[src/rtl/tipi_pkg.sv]
// TIPI nibble-bus host: shared state encoding, register codes, CMD nibble layout.
package tipi_pkg;

  typedef enum logic [2:0] {
    S_IDLE = 3'd0,
    S_SYNC = 3'd1,
    S_CMD  = 3'd2,
    S_DHI  = 3'd3,
    S_DLO  = 3'd4,
    S_DONE = 3'd5
  } state_e;

  localparam logic [1:0] SEL_RD = 2'b00;
  localparam logic [1:0] SEL_RC = 2'b01;
  localparam logic [1:0] SEL_TD = 2'b10;
  localparam logic [1:0] SEL_TC = 2'b11;

  localparam int CMD_WR_BIT  = 3;
  localparam int CMD_SEL_MSB = 1;
  localparam int CMD_SEL_LSB = 0;

  // RD and RC are written by the Pi; TD and TC belong to the TI side
  function automatic logic pi_owned(logic [1:0] sel);
    return (sel == SEL_RD) || (sel == SEL_RC);
  endfunction

  function automatic logic [3:0] cmd_nib(logic wr, logic [1:0] sel);
    logic [3:0] n;
    n = 4'h0;
    n[CMD_WR_BIT] = wr;
    n[CMD_SEL_MSB:CMD_SEL_LSB] = sel;
    return n;
  endfunction

endpackage

[src/rtl/tipi_nib_host_if.sv]
// Request/response handshake between a bus master and the TIPI nibble host.
interface tipi_nib_host_if;
  logic       cmd_valid;
  logic       cmd_ready;
  logic       cmd_write;
  logic [1:0] cmd_sel;
  logic [7:0] cmd_wdata;
  logic       rsp_valid;
  logic [7:0] rsp_rdata;
  logic       busy;

  modport master (
    output cmd_valid, cmd_write, cmd_sel, cmd_wdata,
    input  cmd_ready, rsp_valid, rsp_rdata, busy
  );

  modport slave (
    input  cmd_valid, cmd_write, cmd_sel, cmd_wdata,
    output cmd_ready, rsp_valid, rsp_rdata, busy
  );
endinterface

[src/rtl/tipi_nib_phase.sv]
// r_clk half-period counter: low phase then high phase, cleared while idle.
module tipi_nib_phase #(
  parameter int HALF_CYC = 4
) (
  input  logic clk,
  input  logic rst_n,
  input  logic run,
  output logic phase_lo,
  output logic phase_hi,
  output logic last_lo,
  output logic last_hi
);

  localparam logic [7:0] LAST = 8'(HALF_CYC - 1);

  logic [7:0] cnt_q, cnt_d;
  logic       hi_q, hi_d;
  logic       wrap;

  assign wrap = (cnt_q == LAST);

  always_comb begin
    cnt_d = cnt_q;
    hi_d  = hi_q;
    if (!run) begin
      cnt_d = 8'h00;
      hi_d  = 1'b0;
    end else if (wrap) begin
      cnt_d = 8'h00;
      hi_d  = ~hi_q;
    end else begin
      cnt_d = cnt_q + 8'h01;
    end
  end

  always_ff @(posedge clk or negedge rst_n) begin
    if (!rst_n) begin
      cnt_q <= 8'h00;
      hi_q  <= 1'b0;
    end else begin
      cnt_q <= cnt_d;
      hi_q  <= hi_d;
    end
  end

  assign phase_lo = run & ~hi_q;
  assign phase_hi = run & hi_q;
  assign last_lo  = phase_lo & wrap;
  assign last_hi  = phase_hi & wrap;

endmodule

[src/rtl/tipi_nib_host.sv]
// TIPI nibble-bus host: one register access per request, SYNC/CMD/DHI/DLO frames.
import tipi_pkg::*;

module tipi_nib_host #(
  parameter int HALF_CYC = 4
) (
  input  logic            clk,
  input  logic            rst_n,
  tipi_nib_host_if.slave  bus,
  output logic            r_clk,
  output logic            r_nibrst,
  output logic [3:0]      r_nib_o,
  output logic            r_nib_oe,
  input  logic [3:0]      r_nib_i
);

  state_e     state_q, state_d;
  logic       init_q;
  logic       wr_q;
  logic [1:0] sel_q;
  logic [7:0] wdata_q;
  logic [3:0] hi_nib_q;
  logic [7:0] rsp_q;

  logic       run, accept, drive;
  logic       phase_lo, phase_hi, last_lo, last_hi;
  logic       unused_lo;
  logic [3:0] nib;
  logic       oe;

  assign run    = state_q inside {S_SYNC, S_CMD, S_DHI, S_DLO};
  assign accept = bus.cmd_valid & bus.cmd_ready;
  // writes to TI-owned registers fall back to a read of the data phases
  assign drive  = wr_q & pi_owned(sel_q);
  assign unused_lo = phase_lo ^ last_lo;

  tipi_nib_phase #(
    .HALF_CYC (HALF_CYC)
  ) u_phase (
    .clk      (clk),
    .rst_n    (rst_n),
    .run      (run),
    .phase_lo (phase_lo),
    .phase_hi (phase_hi),
    .last_lo  (last_lo),
    .last_hi  (last_hi)
  );

  always_comb begin
    state_d = state_q;
    nib     = 4'h0;
    oe      = 1'b0;
    unique case (state_q)
      S_IDLE: if (accept) state_d = S_SYNC;
      S_SYNC: if (last_hi) state_d = S_CMD;
      S_CMD: begin
        nib = cmd_nib(wr_q, sel_q);
        oe  = 1'b1;
        if (last_hi) state_d = S_DHI;
      end
      S_DHI: begin
        if (drive) begin
          nib = wdata_q[7:4];
          oe  = 1'b1;
        end
        if (last_hi) state_d = S_DLO;
      end
      S_DLO: begin
        if (drive) begin
          nib = wdata_q[3:0];
          oe  = 1'b1;
        end
        if (last_hi) state_d = S_DONE;
      end
      S_DONE:  state_d = S_IDLE;
      default: state_d = S_IDLE;
    endcase
  end

  always_ff @(posedge clk or negedge rst_n) begin
    if (!rst_n) begin
      state_q  <= S_IDLE;
      init_q   <= 1'b0;
      wr_q     <= 1'b0;
      sel_q    <= SEL_RD;
      wdata_q  <= 8'h00;
      hi_nib_q <= 4'h0;
      rsp_q    <= 8'h00;
    end else begin
      state_q <= state_d;
      init_q  <= 1'b1;
      if (accept) begin
        wr_q    <= bus.cmd_write;
        sel_q   <= bus.cmd_sel;
        wdata_q <= bus.cmd_wdata;
      end
      if (state_q == S_DHI && last_hi) hi_nib_q <= r_nib_i;
      if (state_q == S_DLO && last_hi)
        rsp_q <= drive ? 8'h00 : {hi_nib_q, r_nib_i};
    end
  end

  assign bus.cmd_ready = init_q & (state_q == S_IDLE);
  assign bus.busy      = (state_q != S_IDLE);
  assign bus.rsp_valid = (state_q == S_DONE);
  assign bus.rsp_rdata = rsp_q;

  assign r_clk    = phase_hi;
  assign r_nibrst = (state_q == S_SYNC);
  assign r_nib_o  = nib;
  assign r_nib_oe = oe;

endmodule

[src/flat_wrapper.sv]
// flat-port wrapper written by rule: the top's interface ports become plain ports
module tipi_nib_host_flat 
#(
  parameter int HALF_CYC = 4
)
  (clk, rst_n, r_clk, r_nibrst, r_nib_o, r_nib_oe, r_nib_i, bus_cmd_valid, bus_cmd_write, bus_cmd_sel, bus_cmd_wdata, bus_cmd_ready, bus_rsp_valid, bus_rsp_rdata, bus_busy);
  tipi_nib_host_if bus_i ();
  input  logic clk;
  input  logic rst_n;
  output logic r_clk;
  output logic r_nibrst;
  output logic [3:0] r_nib_o;
  output logic r_nib_oe;
  input  logic [3:0] r_nib_i;
  input wire logic [$bits(bus_i.cmd_valid)-1:0] bus_cmd_valid;
  input wire logic [$bits(bus_i.cmd_write)-1:0] bus_cmd_write;
  input wire logic [$bits(bus_i.cmd_sel)-1:0] bus_cmd_sel;
  input wire logic [$bits(bus_i.cmd_wdata)-1:0] bus_cmd_wdata;
  output wire logic [$bits(bus_i.cmd_ready)-1:0] bus_cmd_ready;
  output wire logic [$bits(bus_i.rsp_valid)-1:0] bus_rsp_valid;
  output wire logic [$bits(bus_i.rsp_rdata)-1:0] bus_rsp_rdata;
  output wire logic [$bits(bus_i.busy)-1:0] bus_busy;
  assign bus_i.cmd_valid = bus_cmd_valid;
  assign bus_i.cmd_write = bus_cmd_write;
  assign bus_i.cmd_sel = bus_cmd_sel;
  assign bus_i.cmd_wdata = bus_cmd_wdata;
  assign bus_cmd_ready = bus_i.cmd_ready;
  assign bus_rsp_valid = bus_i.rsp_valid;
  assign bus_rsp_rdata = bus_i.rsp_rdata;
  assign bus_busy = bus_i.busy;
  tipi_nib_host #(.HALF_CYC(HALF_CYC)) u_core (.clk(clk), .rst_n(rst_n), .bus(bus_i), .r_clk(r_clk), .r_nibrst(r_nibrst), .r_nib_o(r_nib_o), .r_nib_oe(r_nib_oe), .r_nib_i(r_nib_i));
endmodule
[config.mk]
export PLATFORM = sky130hd
export DESIGN_NAME = tipi_nib_host_flat
export DESIGN_NICKNAME = d
export VERILOG_FILES = /design/src/rtl/tipi_pkg.sv /design/src/rtl/tipi_nib_host_if.sv /design/src/rtl/tipi_nib_phase.sv /design/src/rtl/tipi_nib_host.sv /design/src/flat_wrapper.sv
export SDC_FILE = /design/constraint.sdc
export NUM_CORES = 1
export LEC_CHECK = 0
export CAP_MARGIN = 20
export CORE_ASPECT_RATIO = 2
export CORE_MARGIN = 1.5
export CORE_UTILIZATION = 52
export DETAILED_ROUTE_END_ITERATION = 8
export PLACE_DENSITY = 0.82
export SYNTH_ARGS = -nofsm -noshare
export SYNTH_HDL_FRONTEND = slang
export SYNTH_SLANG_ARGS = --single-unit
[constraint.sdc]
create_clock -name clk -period 3.5 [get_ports clk]
set_clock_uncertainty 0.15 [all_clocks]
set_input_delay 0.7 -clock clk [delete_from_list [all_inputs] [get_ports clk]]
set_output_delay 0.7 -clock clk [all_outputs]
set_load 0.05 [all_outputs]
==> results.txt <==
The largest individual stage delay along the critical path comes from the cell sky130_fd_sc_hd__clkdlybuf4s50_1. The share of synthesized area in the top cell type comes to 51.9%. The largest fanout on the critical path was 10; the ratio of routed vias to standard cells was 5.85.

The area used by sequential logic in the layout was 901 um^2; the count of port buffers added during placement was 35. Once the floorplan was initialized, standard cells occupied 54.3% of the core. Synthesis produced a netlist with a net count of 173.

In this run the clock root is driven by a sky130_fd_sc_hd__clkbuf_8. For the first-pass detailed-route iteration total, the log shows 4. Cell internal power was estimated by the tool at 0.890 mW. Summed over all cells, the static leakage comes to 1.02 nW.

The logs give 0 for the count of synthesis-stage warnings from yosys and 36 for the count of unique library cells instantiated by Yosys. In this run, CTS created clock tree buffers numbering 5. The number of ports placed on the die boundary was 36.

Class of the tightest hold or removal check: flop to flop. By instance count, the leading cell after synthesis is sky130_fd_sc_hd__dfrtp_1. Setup total negative slack on the finished layout was measured at 0 ps. The flow ran to the end, and the final reports show no timing, DRC or antenna violations. Entering global routing, the biggest net connects 37 pins.

The tools report the number of standard cells in the layout, taps in and fillers out as 222. The number of instances in the placed design came out at 215. The clock net sink count was 36.

The first global-routing pass estimated 5.79 mm of wire. The area growth from synthesis to layout is 25.5%. At the worst endpoint, the arrival time is 2390 ps. The H-tree depth is 2, and the mean instance size in the synthesized netlist is 11.3 um^2.

In the routed design, unresolved DRC markers number 0. The clock latency on the worst-skew pair came out at 280 ps. Ranked by total cell area, the synthesized netlist is headed by sky130_fd_sc_hd__dfrtp_1 52%, sky130_fd_sc_hd__mux2_2 9.7%, sky130_fd_sc_hd__mux2i_1 4.6%. At the end of routability-driven placement, the weighted congestion stood at 0.873. For the half-perimeter wire length after detailed placement, the log shows 2.60 mm. Synthesis inferred 36 register bits.

The y dimension of the die is 84.7 um, and the areal power density over the cells is 677 mW/mm^2. The worst setup path is captured at a primary output. The data required time at the worst endpoint was 2650 ps. Global routing used 21.4% of the available tracks across all layers. Post-CTS timing repair inserted 0 buffers for setup.

STA classifies the critical path startpoint as a flop. The max-slew violation count came out at 0. The most area-hungry cell type in the Yosys netlist was sky130_fd_sc_hd__dfrtp_1. The tools report the number of antenna violations at the first check in global routing as 0. The routed wirelength normalized by instance count is 15.5 um, and the horizontal extent of the die is 43.9 um.

Across the run, the number of max-cap violations was 0. The run gives 1298 as the number of vias after detailed routing. The setup path with the least slack is of type flop to primary output.

The worst path uses 92.6% of the clock period. Once the clock tree was built, the resizer swapped 0 gates to a different size. For this design, the CTS-stage hold fixing added 0 buffers.

For the slack of the critical path, the log shows 259 ps. The area of combinational cells with multiple inputs is 753 um^2. Headroom to the max-slew limit came out at 50.3%. The number of violations reported at the end of detailed-routing iteration 0 is 35, and the count of endpoints failing hold in the final timing report is 0. After clock tree synthesis, the clock-pin slew on the worst setup and hold paths is 70 ps. Counting I/O delays and the setup requirement, the final critical path takes 3240 ps. The reported net switching power is 0.584 mW. The transition at the pin with the smallest max-transition slack works out to 739 ps. Synthesis handed over a netlist of 154 instances. The detail route stage leaves a number of antenna-violating nets equal to 0.

Leading register cell type out of synthesis: sky130_fd_sc_hd__dfrtp_1. The repair_antennas step left the layout with diodes totalling 0. IR analysis of the VDD net gives a maximum drop of 0.000566 V.

The layout has 248 filler cells. Setup repair after global routing left no endpoint under its margin. At the placement stage, the worst setup path has a slack of 574 ps. The synthesized netlist occupies a cell area of 0.00174 mm^2. After global routing the overflow that remains totals 0. The sequential group share of total power is 42.3%. The floorplan step defined a core boundary enclosing 0.00319 mm^2. The fraction of final layout cells with drive strength greater than 1 is 14.1%, and the via count of the first global-routing pass is 1359. The share of async-settable or async-resettable flops after synthesis is 100%. On the worst path, the slowest cell contributes a delay of 820 ps.

The run gives 3.45 mm as the final wirelength. Setup violations remaining at the end of the flow were counted as 0. The critical path goes through nor3b_2 -> a22oi_1 -> o2bb2ai_1 -> clkdlybuf4s50_1. The maximum operating frequency came out at 0.309 GHz. TritonCTS built the clock tree. The floorplan step defined a die boundary enclosing 0.00371 mm^2.

For flop-to-flop paths, the worst setup slack is 1480 ps. In this run the core area contains 29 standard-cell rows. Summing the sequential cell areas from Yosys gives 51.9% of the chip area. The switching part of the total was 39.6%. The clock passes through at most 2 buffers. Proportion of power drawn by the clock network: 18.3%. Total number of nets in the final design: 210. The synthesized design contains 0 enable-type register cells. Ranked by instance count, the synthesized netlist is headed by 36 x sky130_fd_sc_hd__dfrtp_1, 15 x sky130_fd_sc_hd__mux2_2, 13 x sky130_fd_sc_hd__inv_1. The run gives 39.4% as the combinational cell fraction of total power.
==> layout by cell type, fill, tap and decap left out <==
master                             n
sky130_fd_sc_hd__dfrtp_1          36
sky130_fd_sc_hd__clkdlybuf4s50_1  35
sky130_fd_sc_hd__mux2_2           15
sky130_fd_sc_hd__inv_1            13
sky130_fd_sc_hd__nand2_1          11
sky130_fd_sc_hd__nor2_1            9
sky130_fd_sc_hd__mux2i_1           8
sky130_fd_sc_hd__o21ai_0           6
sky130_fd_sc_hd__nand3_1           6
sky130_fd_sc_hd__clkbuf_8          5
sky130_fd_sc_hd__a22oi_1           4
sky130_fd_sc_hd__o2bb2ai_1         4
sky130_fd_sc_hd__or3_1             4
sky130_fd_sc_hd__a21oi_1           4
sky130_fd_sc_hd__nor3_1            3
sky130_fd_sc_hd__nand2b_1          3
sky130_fd_sc_hd__o211ai_1          2
sky130_fd_sc_hd__xor2_1            2
sky130_fd_sc_hd__nand4_4           2
sky130_fd_sc_hd__nor3b_2           1
sky130_fd_sc_hd__and3b_1           1
sky130_fd_sc_hd__nand4_1           1
sky130_fd_sc_hd__or4b_1            1
sky130_fd_sc_hd__xnor2_1           1
sky130_fd_sc_hd__and2_1            1
sky130_fd_sc_hd__nor3b_1           1
sky130_fd_sc_hd__nor4b_4           1
sky130_fd_sc_hd__or2b_1            1
sky130_fd_sc_hd__nor4b_1           1
sky130_fd_sc_hd__a31oi_1           1
sky130_fd_sc_hd__a41o_1            1
sky130_fd_sc_hd__a21o_1            1
sky130_fd_sc_hd__a211o_2           1
sky130_fd_sc_hd__ha_1              1
sky130_fd_sc_hd__clkinv_2          1
sky130_fd_sc_hd__clkbuf_1          1
sky130_fd_sc_hd__buf_4             1
sky130_fd_sc_hd__conb_1            1
==> critical path: cells and delay by family (launching register included) <==
kind	cells	cell delay [ps]
buf+inv	1	820
flops	1	480
simple gates	1	470
compound gates	2	340
==> sequential cells by signal, indices dropped and copies added, names as in the netlist <==
name	cells
u_core.hi_nib_q	4
u_core.u_phase.cnt_q	8
u_core.bus.rsp_rdata	8
u_core.u_phase.hi_q	1
u_core.sel_q	2
u_core.state_q	3
u_core.wdata_q	8
u_core.wr_q	1
u_core.init_q	1
==> routing by layer <==
metal  vias up  global-route usage (%)  share of wire [%]
li1        612                       -                  -
met3         5                    6.02                4.6
met1       643                    20.4                 36
met5         -                       0                  0
met4         0                    11.3                1.8
met2        38                    38.5                 58
==> worst paths after layout <==
path,from,end,cells after the start
worst max-delay path,u_core.state_q[2],r_nib_o[0],4
worst min-delay path,u_core.hi_nib_q[3],u_core.hi_nib_q[3],1
worst max register to register,u_core.u_phase.cnt_q[0],u_core.hi_nib_q[0],4
worst min register to register,u_core.hi_nib_q[3],u_core.hi_nib_q[3],1
max in group asynchronous,rst_n,u_core.wdata_q[6],2
min in group asynchronous,rst_n,u_core.bus.rsp_rdata[5],2
==> area by class of cell <==
type / instances / share of cell area [%]
Sequential cell: 36 / 41.4
Multi-Input combinational cell: 99 / 34.6
Timing Repair Buffer: 36 / 16.4
Clock buffer: 6 / 3.33
Inverter: 13 / 2.24
Tap cell: 31 / 1.78
Clock inverter: 1 / 0.230
==> per-stage QoR <==
stage	instance area, um^2	hold WS (ps)	utilization (%)	power, mW
4_1_cts	2180	359	68.2	1.49
2_1_floorplan	1740	254	-	1.04
5_1_grt	2180	377	68.2	1.56
3_5_place_dp	2100	344	65.8	1.21
6_report	2180	361	68.2	1.47
3_3_place_gp	2100	339	65.8	1.19
==> cells by family (layout without fill, tap and decap cells) <==
| family | count (synthesis) | after routing | share of synthesized area, % |
|---|---|---|---|
| flops | 36 | 36 | 51.9 |
| mux | 23 | 23 | 14.3 |
| compound gates | 24 | 24 | 9.45 |
| fa+ha+maj | 1 | 1 | 0.721 |
| simple gates | 47 | 47 | 17.2 |
| other cells | 1 | 1 | 0.216 |
| buf+inv | 19 | 56 | 4.69 |
| xor+xnor | 3 | 3 | 1.51 |
==> power by group through the flow <==
stage | clock, mW | sequential [mW] | combinational, mW
finish | 0.270 | 0.623 | 0.580
global route | 0.298 | 0.638 | 0.628
CTS | 0.281 | 0.620 | 0.586
global placement | 0 | 0.624 | 0.564
floorplan | 0 | 0.596 | 0.449
detailed placement | 0 | 0.628 | 0.584
(Power assumes the default switching activity.)
